==> config.mk <==
export PLATFORM = sky130hd
export DESIGN_NAME = mc_control_fsm_flat
export DESIGN_NICKNAME = d
export VERILOG_FILES = /design/src/rtl/mc_control_fsm_if.sv /design/src/rtl/mc_control_fsm.sv /design/src/flat_wrapper.sv
export SDC_FILE = /design/constraint.sdc
export NUM_CORES = 1
export LEC_CHECK = 0
export BUFFER_PORTS_ARGS = -buffer_cell sky130_fd_sc_hd__buf_2
export CAP_MARGIN = 20
export CORE_MARGIN = 2
export CORE_UTILIZATION = 40
export CTS_BUF_LIST = sky130_fd_sc_hd__clkbuf_4 sky130_fd_sc_hd__clkbuf_8 sky130_fd_sc_hd__clkbuf_16
export DETAILED_ROUTE_END_ITERATION = 6
export HOLD_SLACK_MARGIN = 0.03
export PLACE_DENSITY = 0.68
export SYNTH_ARGS = -nofsm -noshare
export SYNTH_HDL_FRONTEND = slang
export SYNTH_SLANG_ARGS = --single-unit
==> constraint.sdc <==
create_clock -name clk -period 5.2 [get_ports clk]
set_clock_uncertainty 0.15 [all_clocks]
set_input_delay 0.26 -clock clk [delete_from_list [all_inputs] [get_ports clk]]
set_output_delay 0.26 -clock clk [all_outputs]
set_load 0.1 [all_outputs]
==> src/rtl/mc_control_fsm_if.sv <==
// Control bus between the multicycle control FSM and the datapath:
// the opcode and memory handshake come in, the mux selects and write enables go out.
interface mc_control_fsm_if #(
    parameter int OPW = 6
);
  logic [OPW-1:0] op;
  logic           mem_ready;
  logic           iord;
  logic           irwrite;
  logic           memread;
  logic           memwrite;
  logic           pcwrite;
  logic           branch;
  logic           branch_ne;
  logic           regwrite;
  logic [1:0]     regdst;
  logic [1:0]     memtoreg;
  logic           alusrca;
  logic [1:0]     alusrcb;
  logic [2:0]     aluop;
  logic [1:0]     pcsrc;
  logic           illegal_op;
  logic           instr_done;
  logic [4:0]     state;

  modport master (
    input  op, mem_ready,
    output iord, irwrite, memread, memwrite, pcwrite, branch, branch_ne, regwrite,
           regdst, memtoreg, alusrca, alusrcb, aluop, pcsrc, illegal_op, instr_done, state
  );

  modport slave (
    output op, mem_ready,
    input  iord, irwrite, memread, memwrite, pcwrite, branch, branch_ne, regwrite,
           regdst, memtoreg, alusrca, alusrcb, aluop, pcsrc, illegal_op, instr_done, state
  );
endinterface

==> src/rtl/mc_control_fsm.sv <==
// Multicycle MIPS control unit with memory wait states, extended ISA decode,
// sticky illegal-opcode trap and debug/retire outputs.
module mc_control_fsm #(
  parameter int OPW         = 6,
  parameter int ENABLE_WAIT = 1,
  parameter int ENABLE_EXT  = 1
) (
  input  logic            clk,
  input  logic            reset,
  mc_control_fsm_if.master bus
);

  typedef enum logic [4:0] {
    S_FETCH  = 5'd0,  S_DECODE = 5'd1,  S_MEMADR = 5'd2,  S_MEMRD  = 5'd3,
    S_MEMWB  = 5'd4,  S_MEMWR  = 5'd5,  S_RTEX   = 5'd6,  S_RTWB   = 5'd7,
    S_BEQ    = 5'd8,  S_ADDIEX = 5'd9,  S_IWB    = 5'd10, S_JUMP   = 5'd11,
    S_BNE    = 5'd12, S_ANDIEX = 5'd13, S_ORIEX  = 5'd14, S_SLTIEX = 5'd15,
    S_JAL    = 5'd16, S_TRAP   = 5'd17
  } state_t;

  localparam logic [OPW-1:0] OP_RTYPE = OPW'(6'b000000);
  localparam logic [OPW-1:0] OP_LW    = OPW'(6'b100011);
  localparam logic [OPW-1:0] OP_SW    = OPW'(6'b101011);
  localparam logic [OPW-1:0] OP_BEQ   = OPW'(6'b000100);
  localparam logic [OPW-1:0] OP_ADDI  = OPW'(6'b001000);
  localparam logic [OPW-1:0] OP_J     = OPW'(6'b000010);
  localparam logic [OPW-1:0] OP_BNE   = OPW'(6'b000101);
  localparam logic [OPW-1:0] OP_ANDI  = OPW'(6'b001100);
  localparam logic [OPW-1:0] OP_ORI   = OPW'(6'b001101);
  localparam logic [OPW-1:0] OP_SLTI  = OPW'(6'b001010);
  localparam logic [OPW-1:0] OP_JAL   = OPW'(6'b000011);

  localparam bit EXT_ON = (ENABLE_EXT != 0);

  function automatic state_t decode_op(input logic [OPW-1:0] o);
    state_t d;
    if (o == OP_RTYPE)                  d = S_RTEX;
    else if (o == OP_LW || o == OP_SW)  d = S_MEMADR;
    else if (o == OP_BEQ)               d = S_BEQ;
    else if (o == OP_ADDI)              d = S_ADDIEX;
    else if (o == OP_J)                 d = S_JUMP;
    else if (EXT_ON && o == OP_BNE)     d = S_BNE;
    else if (EXT_ON && o == OP_ANDI)    d = S_ANDIEX;
    else if (EXT_ON && o == OP_ORI)     d = S_ORIEX;
    else if (EXT_ON && o == OP_SLTI)    d = S_SLTIEX;
    else if (EXT_ON && o == OP_JAL)     d = S_JAL;
    else                                d = S_TRAP;
    return d;
  endfunction

  state_t state_r;
  state_t dec_s;
  logic   illegal_r;
  logic   ready_s;

  logic       iord_s, irwrite_s, memread_s, memwrite_s, pcwrite_s;
  logic       branch_s, branch_ne_s, regwrite_s, alusrca_s, instr_done_s;
  logic [1:0] regdst_s, memtoreg_s, alusrcb_s, pcsrc_s;
  logic [2:0] aluop_s;

  assign ready_s = (ENABLE_WAIT != 0) ? bus.mem_ready : 1'b1;
  assign dec_s   = decode_op(bus.op);

  // State register and sticky illegal-opcode flag
  always_ff @(posedge clk) begin
    if (!reset) begin
      state_r   <= S_FETCH;
      illegal_r <= 1'b0;
    end else begin
      case (state_r)
        S_FETCH:  state_r <= ready_s ? S_DECODE : S_FETCH;
        S_DECODE: begin
          state_r   <= dec_s;
          illegal_r <= illegal_r | (dec_s == S_TRAP);
        end
        S_MEMADR: state_r <= (bus.op == OP_LW) ? S_MEMRD : S_MEMWR;
        S_MEMRD:  state_r <= ready_s ? S_MEMWB : S_MEMRD;
        S_MEMWR:  state_r <= ready_s ? S_FETCH : S_MEMWR;
        S_RTEX:   state_r <= S_RTWB;
        S_ADDIEX, S_ANDIEX, S_ORIEX, S_SLTIEX: state_r <= S_IWB;
        S_TRAP: begin
          state_r   <= S_FETCH;
          illegal_r <= 1'b1;
        end
        // Single-cycle finishing states and unused encodings all return to FETCH
        default:  state_r <= S_FETCH;
      endcase
    end
  end

  // Per-state control decode; everything not named for a state stays 0
  always_comb begin
    iord_s       = 1'b0;
    irwrite_s    = 1'b0;
    memread_s    = 1'b0;
    memwrite_s   = 1'b0;
    pcwrite_s    = 1'b0;
    branch_s     = 1'b0;
    branch_ne_s  = 1'b0;
    regwrite_s   = 1'b0;
    alusrca_s    = 1'b0;
    instr_done_s = 1'b0;
    regdst_s     = 2'b00;
    memtoreg_s   = 2'b00;
    alusrcb_s    = 2'b00;
    pcsrc_s      = 2'b00;
    aluop_s      = 3'b000;
    case (state_r)
      S_FETCH: begin
        memread_s = 1'b1;
        alusrcb_s = 2'b01;
        irwrite_s = ready_s;
        pcwrite_s = ready_s;
      end
      S_DECODE: alusrcb_s = 2'b11;
      S_MEMADR: begin
        alusrca_s = 1'b1;
        alusrcb_s = 2'b10;
      end
      S_MEMRD: begin
        iord_s    = 1'b1;
        memread_s = 1'b1;
      end
      S_MEMWB: begin
        memtoreg_s   = 2'b01;
        regwrite_s   = 1'b1;
        instr_done_s = 1'b1;
      end
      S_MEMWR: begin
        iord_s       = 1'b1;
        memwrite_s   = 1'b1;
        instr_done_s = ready_s;
      end
      S_RTEX: begin
        alusrca_s = 1'b1;
        aluop_s   = 3'b010;
      end
      S_RTWB: begin
        regdst_s     = 2'b01;
        regwrite_s   = 1'b1;
        instr_done_s = 1'b1;
      end
      S_BEQ, S_BNE: begin
        alusrca_s    = 1'b1;
        aluop_s      = 3'b001;
        pcsrc_s      = 2'b01;
        branch_s     = (state_r == S_BEQ);
        branch_ne_s  = (state_r == S_BNE);
        instr_done_s = 1'b1;
      end
      S_ADDIEX, S_ANDIEX, S_ORIEX, S_SLTIEX: begin
        alusrca_s = 1'b1;
        alusrcb_s = 2'b10;
        if (state_r == S_ANDIEX)      aluop_s = 3'b011;
        else if (state_r == S_ORIEX)  aluop_s = 3'b100;
        else if (state_r == S_SLTIEX) aluop_s = 3'b101;
        else                          aluop_s = 3'b000;
      end
      S_IWB: begin
        regwrite_s   = 1'b1;
        instr_done_s = 1'b1;
      end
      S_JUMP: begin
        pcsrc_s      = 2'b10;
        pcwrite_s    = 1'b1;
        instr_done_s = 1'b1;
      end
      // Link write uses memtoreg=PC, which still holds PC+4 during this cycle
      S_JAL: begin
        pcsrc_s      = 2'b10;
        pcwrite_s    = 1'b1;
        regdst_s     = 2'b10;
        memtoreg_s   = 2'b10;
        regwrite_s   = 1'b1;
        instr_done_s = 1'b1;
      end
      S_TRAP: begin
        pcsrc_s      = 2'b11;
        pcwrite_s    = 1'b1;
        instr_done_s = 1'b1;
      end
      default: iord_s = 1'b0;
    endcase
  end

  // Strobes and enables are held off for as long as reset is asserted
  assign bus.iord       = iord_s;
  assign bus.irwrite    = irwrite_s    & reset;
  assign bus.memread    = memread_s    & reset;
  assign bus.memwrite   = memwrite_s   & reset;
  assign bus.pcwrite    = pcwrite_s    & reset;
  assign bus.branch     = branch_s     & reset;
  assign bus.branch_ne  = branch_ne_s  & reset;
  assign bus.regwrite   = regwrite_s   & reset;
  assign bus.instr_done = instr_done_s & reset;
  assign bus.regdst     = regdst_s;
  assign bus.memtoreg   = memtoreg_s;
  assign bus.alusrca    = alusrca_s;
  assign bus.alusrcb    = alusrcb_s;
  assign bus.aluop      = aluop_s;
  assign bus.pcsrc      = pcsrc_s;
  assign bus.illegal_op = illegal_r;
  assign bus.state      = state_r;

endmodule
==> src/flat_wrapper.sv <==
// flat-port wrapper written by rule: the top's interface ports become plain ports
module mc_control_fsm_flat 
#(
  parameter int OPW         = 6,
  parameter int ENABLE_WAIT = 1,
  parameter int ENABLE_EXT  = 1
)
  (clk, reset, bus_op, bus_mem_ready, bus_iord, bus_irwrite, bus_memread, bus_memwrite, bus_pcwrite, bus_branch, bus_branch_ne, bus_regwrite, bus_regdst, bus_memtoreg, bus_alusrca, bus_alusrcb, bus_aluop, bus_pcsrc, bus_illegal_op, bus_instr_done, bus_state);
  mc_control_fsm_if #(.OPW(OPW)) bus_i ();
  input  logic clk;
  input  logic reset;
  input wire logic [$bits(bus_i.op)-1:0] bus_op;
  input wire logic [$bits(bus_i.mem_ready)-1:0] bus_mem_ready;
  output wire logic [$bits(bus_i.iord)-1:0] bus_iord;
  output wire logic [$bits(bus_i.irwrite)-1:0] bus_irwrite;
  output wire logic [$bits(bus_i.memread)-1:0] bus_memread;
  output wire logic [$bits(bus_i.memwrite)-1:0] bus_memwrite;
  output wire logic [$bits(bus_i.pcwrite)-1:0] bus_pcwrite;
  output wire logic [$bits(bus_i.branch)-1:0] bus_branch;
  output wire logic [$bits(bus_i.branch_ne)-1:0] bus_branch_ne;
  output wire logic [$bits(bus_i.regwrite)-1:0] bus_regwrite;
  output wire logic [$bits(bus_i.regdst)-1:0] bus_regdst;
  output wire logic [$bits(bus_i.memtoreg)-1:0] bus_memtoreg;
  output wire logic [$bits(bus_i.alusrca)-1:0] bus_alusrca;
  output wire logic [$bits(bus_i.alusrcb)-1:0] bus_alusrcb;
  output wire logic [$bits(bus_i.aluop)-1:0] bus_aluop;
  output wire logic [$bits(bus_i.pcsrc)-1:0] bus_pcsrc;
  output wire logic [$bits(bus_i.illegal_op)-1:0] bus_illegal_op;
  output wire logic [$bits(bus_i.instr_done)-1:0] bus_instr_done;
  output wire logic [$bits(bus_i.state)-1:0] bus_state;
  assign bus_i.op = bus_op;
  assign bus_i.mem_ready = bus_mem_ready;
  assign bus_iord = bus_i.iord;
  assign bus_irwrite = bus_i.irwrite;
  assign bus_memread = bus_i.memread;
  assign bus_memwrite = bus_i.memwrite;
  assign bus_pcwrite = bus_i.pcwrite;
  assign bus_branch = bus_i.branch;
  assign bus_branch_ne = bus_i.branch_ne;
  assign bus_regwrite = bus_i.regwrite;
  assign bus_regdst = bus_i.regdst;
  assign bus_memtoreg = bus_i.memtoreg;
  assign bus_alusrca = bus_i.alusrca;
  assign bus_alusrcb = bus_i.alusrcb;
  assign bus_aluop = bus_i.aluop;
  assign bus_pcsrc = bus_i.pcsrc;
  assign bus_illegal_op = bus_i.illegal_op;
  assign bus_instr_done = bus_i.instr_done;
  assign bus_state = bus_i.state;
  mc_control_fsm #(.OPW(OPW), .ENABLE_WAIT(ENABLE_WAIT), .ENABLE_EXT(ENABLE_EXT)) u_core (.clk(clk), .reset(reset), .bus(bus_i));
endmodule
* Word-level counts from Yosys, hierarchy flattened *
Cells that the tools add are included.

storage, ports and cells
  RAM bits = 0
  latch bits = 0
  input port bits = 9
  memories kept = 0
  ROM bits = 0
  word-level logic and storage cells = 87
  register bits after elaboration = 6
  output and inout port bits = 27

operators by class
  bitwise logic cells = 9
  shift-type cells = 0
  divide/modulo/power cells = 0
  mux-type cells = 34
  eq/ne operators = 28
  reduce and logical (&&, ||, !) cells = 14
  order comparisons = 0
  $mul = 0
  add/subtract/negate cells = 0

operators by type and width
  operator              count
  $mux W5               9
  $eq A5 B4 Y1 const B  8
  $pmux W5 S7           1
  $eq A6 B4 Y1 const B  4
  $eq A5 B3 Y1 const B  4
  $mux W3               6
  $reduce_or A8 Y1      2
  $eq A5 B5 Y1 const B  3
  $eq A6 B2 Y1 const B  2
  $eq A6 B3 Y1 const B  2
  $eq A6 B6 Y1 const B  2
  $pmux W2 S3           2
  $eq A5 B2 Y1 const B  2
  $mux W1               10
  $pmux W3 S3           1
  $and A1 B1 Y1         8
  $pmux W2 S2           2
  $reduce_or A2 Y1      4
  $reduce_or A4 Y1      2
  $logic_not A6 Y1      1
  $pmux W1 S2           3
  $eq A5 B1 Y1 const B  1
  $logic_not A5 Y1      1
  $reduce_or A5 Y1      1
  other kinds (4)       4

* Longest topological paths before layout *
Gate-level depths: netlist (run 1).

  word-level depth = 14
  mapped depth = 6
  gate-level depth less buffers = 4

* Worst setup path before layout (run 1) *
OpenSTA, ideal clock, no wires.

  kind = reg-to-output
  from = register u_core.state_r[1], in the netlist u_core.bus.state[1]
  to = output bus_memread
  buffers on the path = 2
  arrival = 4.743 ns
  path slack = 0.047 ns
  cell stages (with the launch flop) = 5
  required time = 4.790 ns
  cells stage by stage = dfxtp_1 > clkbuf_1 > clkbuf_1 > nor2_1 > nor4b_1

on the way
  word-level cells in the longest chain between the ends = 4
  elaborated cells between the ends (all ways) = 5
  those cells by class = 1 x eq/ne; 1 x mux; 1 x bitwise; 2 x reduce/logical

ends and longest elaborated chain
  element                                                  line                   RTL
  from (decl)                                              mc_control_fsm.sv:51   state_t state_r;
  from (signal assigned)                                   mc_control_fsm.sv:71   S_FETCH: state_r <= ready_s ? S_DECODE : S_FETCH;
  from (signal assigned)                                   mc_control_fsm.sv:73   state_r <= dec_s;
  from (signal assigned)                                   mc_control_fsm.sv:76   S_MEMADR: state_r <= (bus.op == OP_LW) ? S_MEMRD : S_MEMWR;
  $eq A5 B2 Y1 / $logic_not A5 Y1 (equally long branches)  mc_control_fsm.sv:108  case (state_r)
  $reduce_or A2 Y1 (no source line) *                      -
  $mux W1 *                                                mc_control_fsm.sv:108
  $and A1 B1 Y1 *                                          mc_control_fsm.sv:189  assign bus.memread = memread_s & reset;
  to (decl)                                                flat_wrapper.sv:16     output wire logic [$bits(bus_i.memread)-1:0] bus_memread;

Every way passes the cells marked *; elsewhere a longest branch is shown, timed or not.

* Worst setup path in the final report (run 1) *
  from = register u_core.state_r[1], in the netlist u_core.bus.state[1]
  to = output bus_instr_done

on the way
  word-level cells in the longest chain between the ends = 4
  elaborated cells between the ends (all ways) = 12
  those cells by class = 9 x eq/ne; 1 x mux; 1 x bitwise; 1 x reduce/logical

ends and longest elaborated chain
  element                               line                   RTL
  $eq A5 B4 Y1 (tied with other cells)  mc_control_fsm.sv:108
  $reduce_or A8 Y1 (no source line)     -
  $pmux W1 S2 *                         mc_control_fsm.sv:108
  $and A1 B1 Y1 *                       mc_control_fsm.sv:195  assign bus.instr_done = instr_done_s & reset;
  to (decl)                             flat_wrapper.sv:29     output wire logic [$bits(bus_i.instr_done)-1:0] bus_instr_done;

Marks and branches as above.

==> qor.txt, run 1 <==
f_max: 0.359 GHz
post-synthesis cell count: 143
post-route ant nets: 0
commonest cells after routing, fill and taps aside: buf_2 (35), nor2_1 (16), a21oi_1 (16)
Setup violations, final: 0
Final nets: 179
Syn Nets: 152
I/O pin total: 36
share of layout cells above drive strength 1: 0.238
Synth top area share: 0.135
pin count of the biggest net entering global routing: 33
Post-CTS Setup Bufs: 0
Clock transition at path regs: 50 ps
Die Y: 51.2 microns
WL final: 2580 microns
FF-to-FF setup slack: 3040 ps
# port buffers: 35
Post-DP Area: 1050 sq um
synth unique cells: 34
post-route insts no fill: 196
GRT overflow: 0
Mapped Avg Cell Area: 6.22 sq um
area grow syn2layout: 20.3%
CP max FO: 32
final worst path period need: 2790 ps
crit share post-route: 0.536
clk root buf: clkbuf_4
Final Wtd Congestion: 0.874
Fin. Hold Viols: 0
Setup WS post-layout: 2410 ps
post-CTS sizing: 0
CTS buffer count: 3
mapped cell area: 890 sq um
vias per std cell: 5.80
Max Slew Vio Count: 0
Post-Place Cells: 193
DR DRC count: 0
row count: 17
Final Instance Area: 1070 sq um
RSZ-0062 raised after global routing: no
final setup TNS: 0 ps
DR iter-0 viols: 38
Slew @ Worst Pin: 890 ps
vias: 1,137
Async SR Flop Fraction: 0
Worst Path Buf+Inv: 1
most common cell after layout, fill and taps aside: buf_2
CP Capture Type: output port
CP Cell Sequence: or2b_1, a21oi_1, a311oi_1, o21a_1, buf_2
# diodes: 0
worst-skew pair later-pin latency: 250 ps
wire per inst: 13.1 microns
CP peak stage delay: 900 ps
largest cells by area after synthesis: dfxtp_1 (14%), a21oi_1 (9.0%), nor2_1 (6.8%)
CP top delay family: flip-flops
leading area contributor after synthesis: dfxtp_1
FF+latch count, synth: 6
Die Wd: 51.2 microns
Post-synth top flop: dfxtp_1
Post-synth EDFFs: 0
max_slew headroom: 0.406
antenna violations before repair: 0
CP max-delay cell: dfxtp_1
sequential area share after synthesis: 0.135
Worst EP required: 4790 ps
GRT Util Overall: 0.199
number of hold buffers added after cts: 0
Core Area: 2150 sq um
vias in the first global route: 923
H-Tree Depth: 1
Worst EP arrival: 2380 ps
die area: 2620 sq um
yosys warns: 0
first-pass GRT wire length: 4060 microns
Critical Path Start Type: register
CTS max path bufs: 2
worst hold path class: in2reg
status: complete, no violations
HPWL after detailed placement: 1860 microns
Post-Place Setup Slack: 2730 ps
max-cap viol count: 0
critical path type: reg2out
initial core utilization: 0.414
TritonCTS clock tree: yes
DR pass1 iterations: 4
Sink Count: 6
## metrics by stage
step / hold WS, ps / util
6_report: 189 / 0.498
5_1_grt: 184 / 0.498
4_1_cts: 167 / 0.498
3_5_place_dp: 308 / 0.487
3_3_place_gp: 306 / 0.487
2_1_floorplan: 235 / -
## state kept, by name, summed over array words and instances, names as in the netlist
name and cells:
u_core.bus.state 5, u_core.bus.illegal_op 1
## per-layer routing
| layer | up-vias | global-route usage | wire length, microns |
|---|---|---|---|
| met5 | - | 0 | 0 |
| met4 | 0 | 0.0270 | 0 |
| met3 | 0 | 0.0439 | 145 |
| met2 | 39 | 0.342 | 1270 |
| met1 | 528 | 0.260 | 1160 |
| li1 | 570 | - | - |
## path summary, 6_finish.rpt
check                                            end  cells after the start                               start
setup / recovery                      bus_instr_done                      5      u_core.bus.state[1]$_SDFF_PN0_
hold / removal    u_core.bus.illegal_op$_SDFFE_PN0P_                      3                               reset
setup reg to reg      u_core.bus.state[1]$_SDFF_PN0_                      4      u_core.bus.state[3]$_SDFF_PN0_
hold reg to reg   u_core.bus.illegal_op$_SDFFE_PN0P_                      2  u_core.bus.illegal_op$_SDFFE_PN0P_
## logic make-up after synthesis
family | Yosys count | synth area share
AOI/OAI and AO/OA | 36 | 0.246
xor gates and xnor gates | 1 | 0.00985
buffers and inverters | 18 | 0.0802
DFF | 6 | 0.135
and+or+nand+nor | 82 | 0.529
## worst min-delay path: stages
cell	delay, ps
buf_2	150
a21oi_1	80
nand2_1	60
## area by class of cell
class	count	area [sq um]
well taps	28	35.0
repair buffers	35	175
fillers	249	1080
flip-flops and latches	6	120
inverters	5	18.8
multi-input cells	119	698
clock buffers	3	22.5
## cell usage after synthesis (5+ instances only)
library cell / number
a21oi_1: 16
nor2_1: 16
clkbuf_1: 12
nand2_1: 10
nand2b_1: 9
nor4_1: 8
nor2b_1: 7
nor3_1: 7
dfxtp_1: 6
a31oi_1: 5
and3_1: 5
inv_1: 5
o21ai_0: 5
Power of run 1 is left out: the tool's default activity adds up to more than one toggle a clock period on the data nets, which glitch-free logic cannot reach.
==> run 2: changes to the inputs <==
==> constraint.sdc (replaced) <==
create_clock -name clk -period 2.6 [get_ports clk]
set_clock_uncertainty 0.15 [all_clocks]
set_input_delay 0.13 -clock clk [delete_from_list [all_inputs] [get_ports clk]]
set_output_delay 0.13 -clock clk [all_outputs]
set_load 0.1 [all_outputs]
==> qor.txt, run 2 (synthesis gave the netlist of run 1 again) <==
CTS buffer count: 3
Core Area: 2150 sq um
max_slew headroom: 0.611
RSZ-0062 raised after global routing: no
HPWL after detailed placement: 2130 microns
Critical Path Start Type: register
I/O pin total: 36
Final nets: 179
Final Wtd Congestion: 0.857
share of layout cells above drive strength 1: 0.355
Worst EP arrival: 2010 ps
Slew @ Worst Pin: 583 ps
final setup TNS: 0 ps
vias per std cell: 5.80
Die Wd: 51.2 microns
vias: 1,143
GRT Util Overall: 0.223
commonest cells after routing, fill and taps aside: buf_2 (35), nor2_1 (15), a21oi_1 (11)
# port buffers: 35
pin count of the biggest net entering global routing: 33
DR iter-0 viols: 23
CTS max path bufs: 2
area grow syn2layout: 38.3%
DR DRC count: 0
Worst Min Path Start: bus_op[2]
H-Tree Depth: 1
post-route ant nets: 0
f_max: 0.437 GHz
antenna violations before repair: 0
max-cap viol count: 0
# diodes: 0
Max Slew Vio Count: 0
clk root buf: clkbuf_4
Clock transition at path regs: 50 ps
DR pass1 iterations: 4
Post-Place Setup Slack: 538 ps
TritonCTS clock tree: yes
Post-CTS Setup Bufs: 0
first-pass GRT wire length: 4570 microns
Sink Count: 6
CP max FO: 32
row count: 17
Die Y: 51.2 microns
critical path type: reg2out
GRT overflow: 0
Reg2Reg Launch Point: u_core.bus.state[3]$_SDFF_PN0_
die area: 2620 sq um
Setup WS post-layout: 313 ps
Worst EP required: 2320 ps
crit share post-route: 0.880
post-CTS sizing: 0
Setup violations, final: 0
WL final: 2830 microns
Fin. Hold Viols: 0
max reg flops: 5
most common cell after layout, fill and taps aside: buf_2
FF-to-FF setup slack: 520 ps
initial core utilization: 0.414
post-route insts no fill: 197
worst-skew pair later-pin latency: 250 ps
wire per inst: 14.4 microns
CP Launch Point: u_core.bus.state[1]$_SDFF_PN0_
number of hold buffers added after cts: 0
status: complete, no violations
Post-Place Cells: 193
CP Capture Type: output port
final worst path period need: 2290 ps
vias in the first global route: 968
worst hold path class: in2reg
## run 2: cell types whose count changed in the layout (fill, tap and decap cells not counted), moves of 2 or more
| cell | previous run | this run |
|---|---|---|
| a21oi_1 | 16 | 11 |
| dfxtp_1 | 6 | 1 |
| nor4_1 | 8 | 4 |
| nor4_4 | 0 | 4 |
| a21oi_2 | 0 | 3 |
| dfxtp_2 | 0 | 3 |
| a21oi_4 | 0 | 2 |
| dfxtp_4 | 0 | 2 |
| nor3_1 | 7 | 5 |
| nor3_4 | 0 | 2 |
## run 2: critical path: stages, from the launching register on
cell      delay (ps)
dfxtp_4          550
or2b_1           260
a21oi_1          100
a311oi_1         270
o21a_1           160
buf_2            420
## run 2: path summary, 6_finish.rpt
path | to | cells after the start
worst max-delay path | bus_instr_done | 5
worst min-delay path | u_core.bus.illegal_op$_SDFFE_PN0P_ | 3
worst max register to register | u_core.bus.state[1]$_SDFF_PN0_ | 4
worst min register to register | u_core.bus.illegal_op$_SDFFE_PN0P_ | 2
## run 2: metrics by stage
| stage | util | instance area (sq um) | hold slack [ps] |
|---|---|---|---|
| 2_1_floorplan | - | 1040 | 105 |
| 3_3_place_gp | 0.559 | 1200 | 299 |
| 3_5_place_dp | 0.559 | 1200 | 311 |
| 4_1_cts | 0.573 | 1230 | 60.9 |
| 5_1_grt | 0.573 | 1230 | 76.3 |
| 6_report | 0.573 | 1230 | 62.5 |
## run 2: per-layer routing
layer  up-vias  track usage  share of wire
met5         -            0              0
met4         0       0.0315         0.0074
met3         2       0.0380          0.045
met2        35        0.394           0.50
met1       529        0.288           0.45
li1        577            -              -
## run 2: cell type report
| cell class | count | area [sq um] |
|---|---|---|
| Clock buffer | 4 | 30.0 |
| Fill cell | 226 | 918 |
| Inverter | 5 | 18.8 |
| Multi-Input combinational cell | 119 | 840 |
| Sequential cell | 6 | 131 |
| Tap cell | 28 | 35.0 |
| Timing Repair Buffer | 35 | 175 |
Power of run 2 is left out for the same reason.
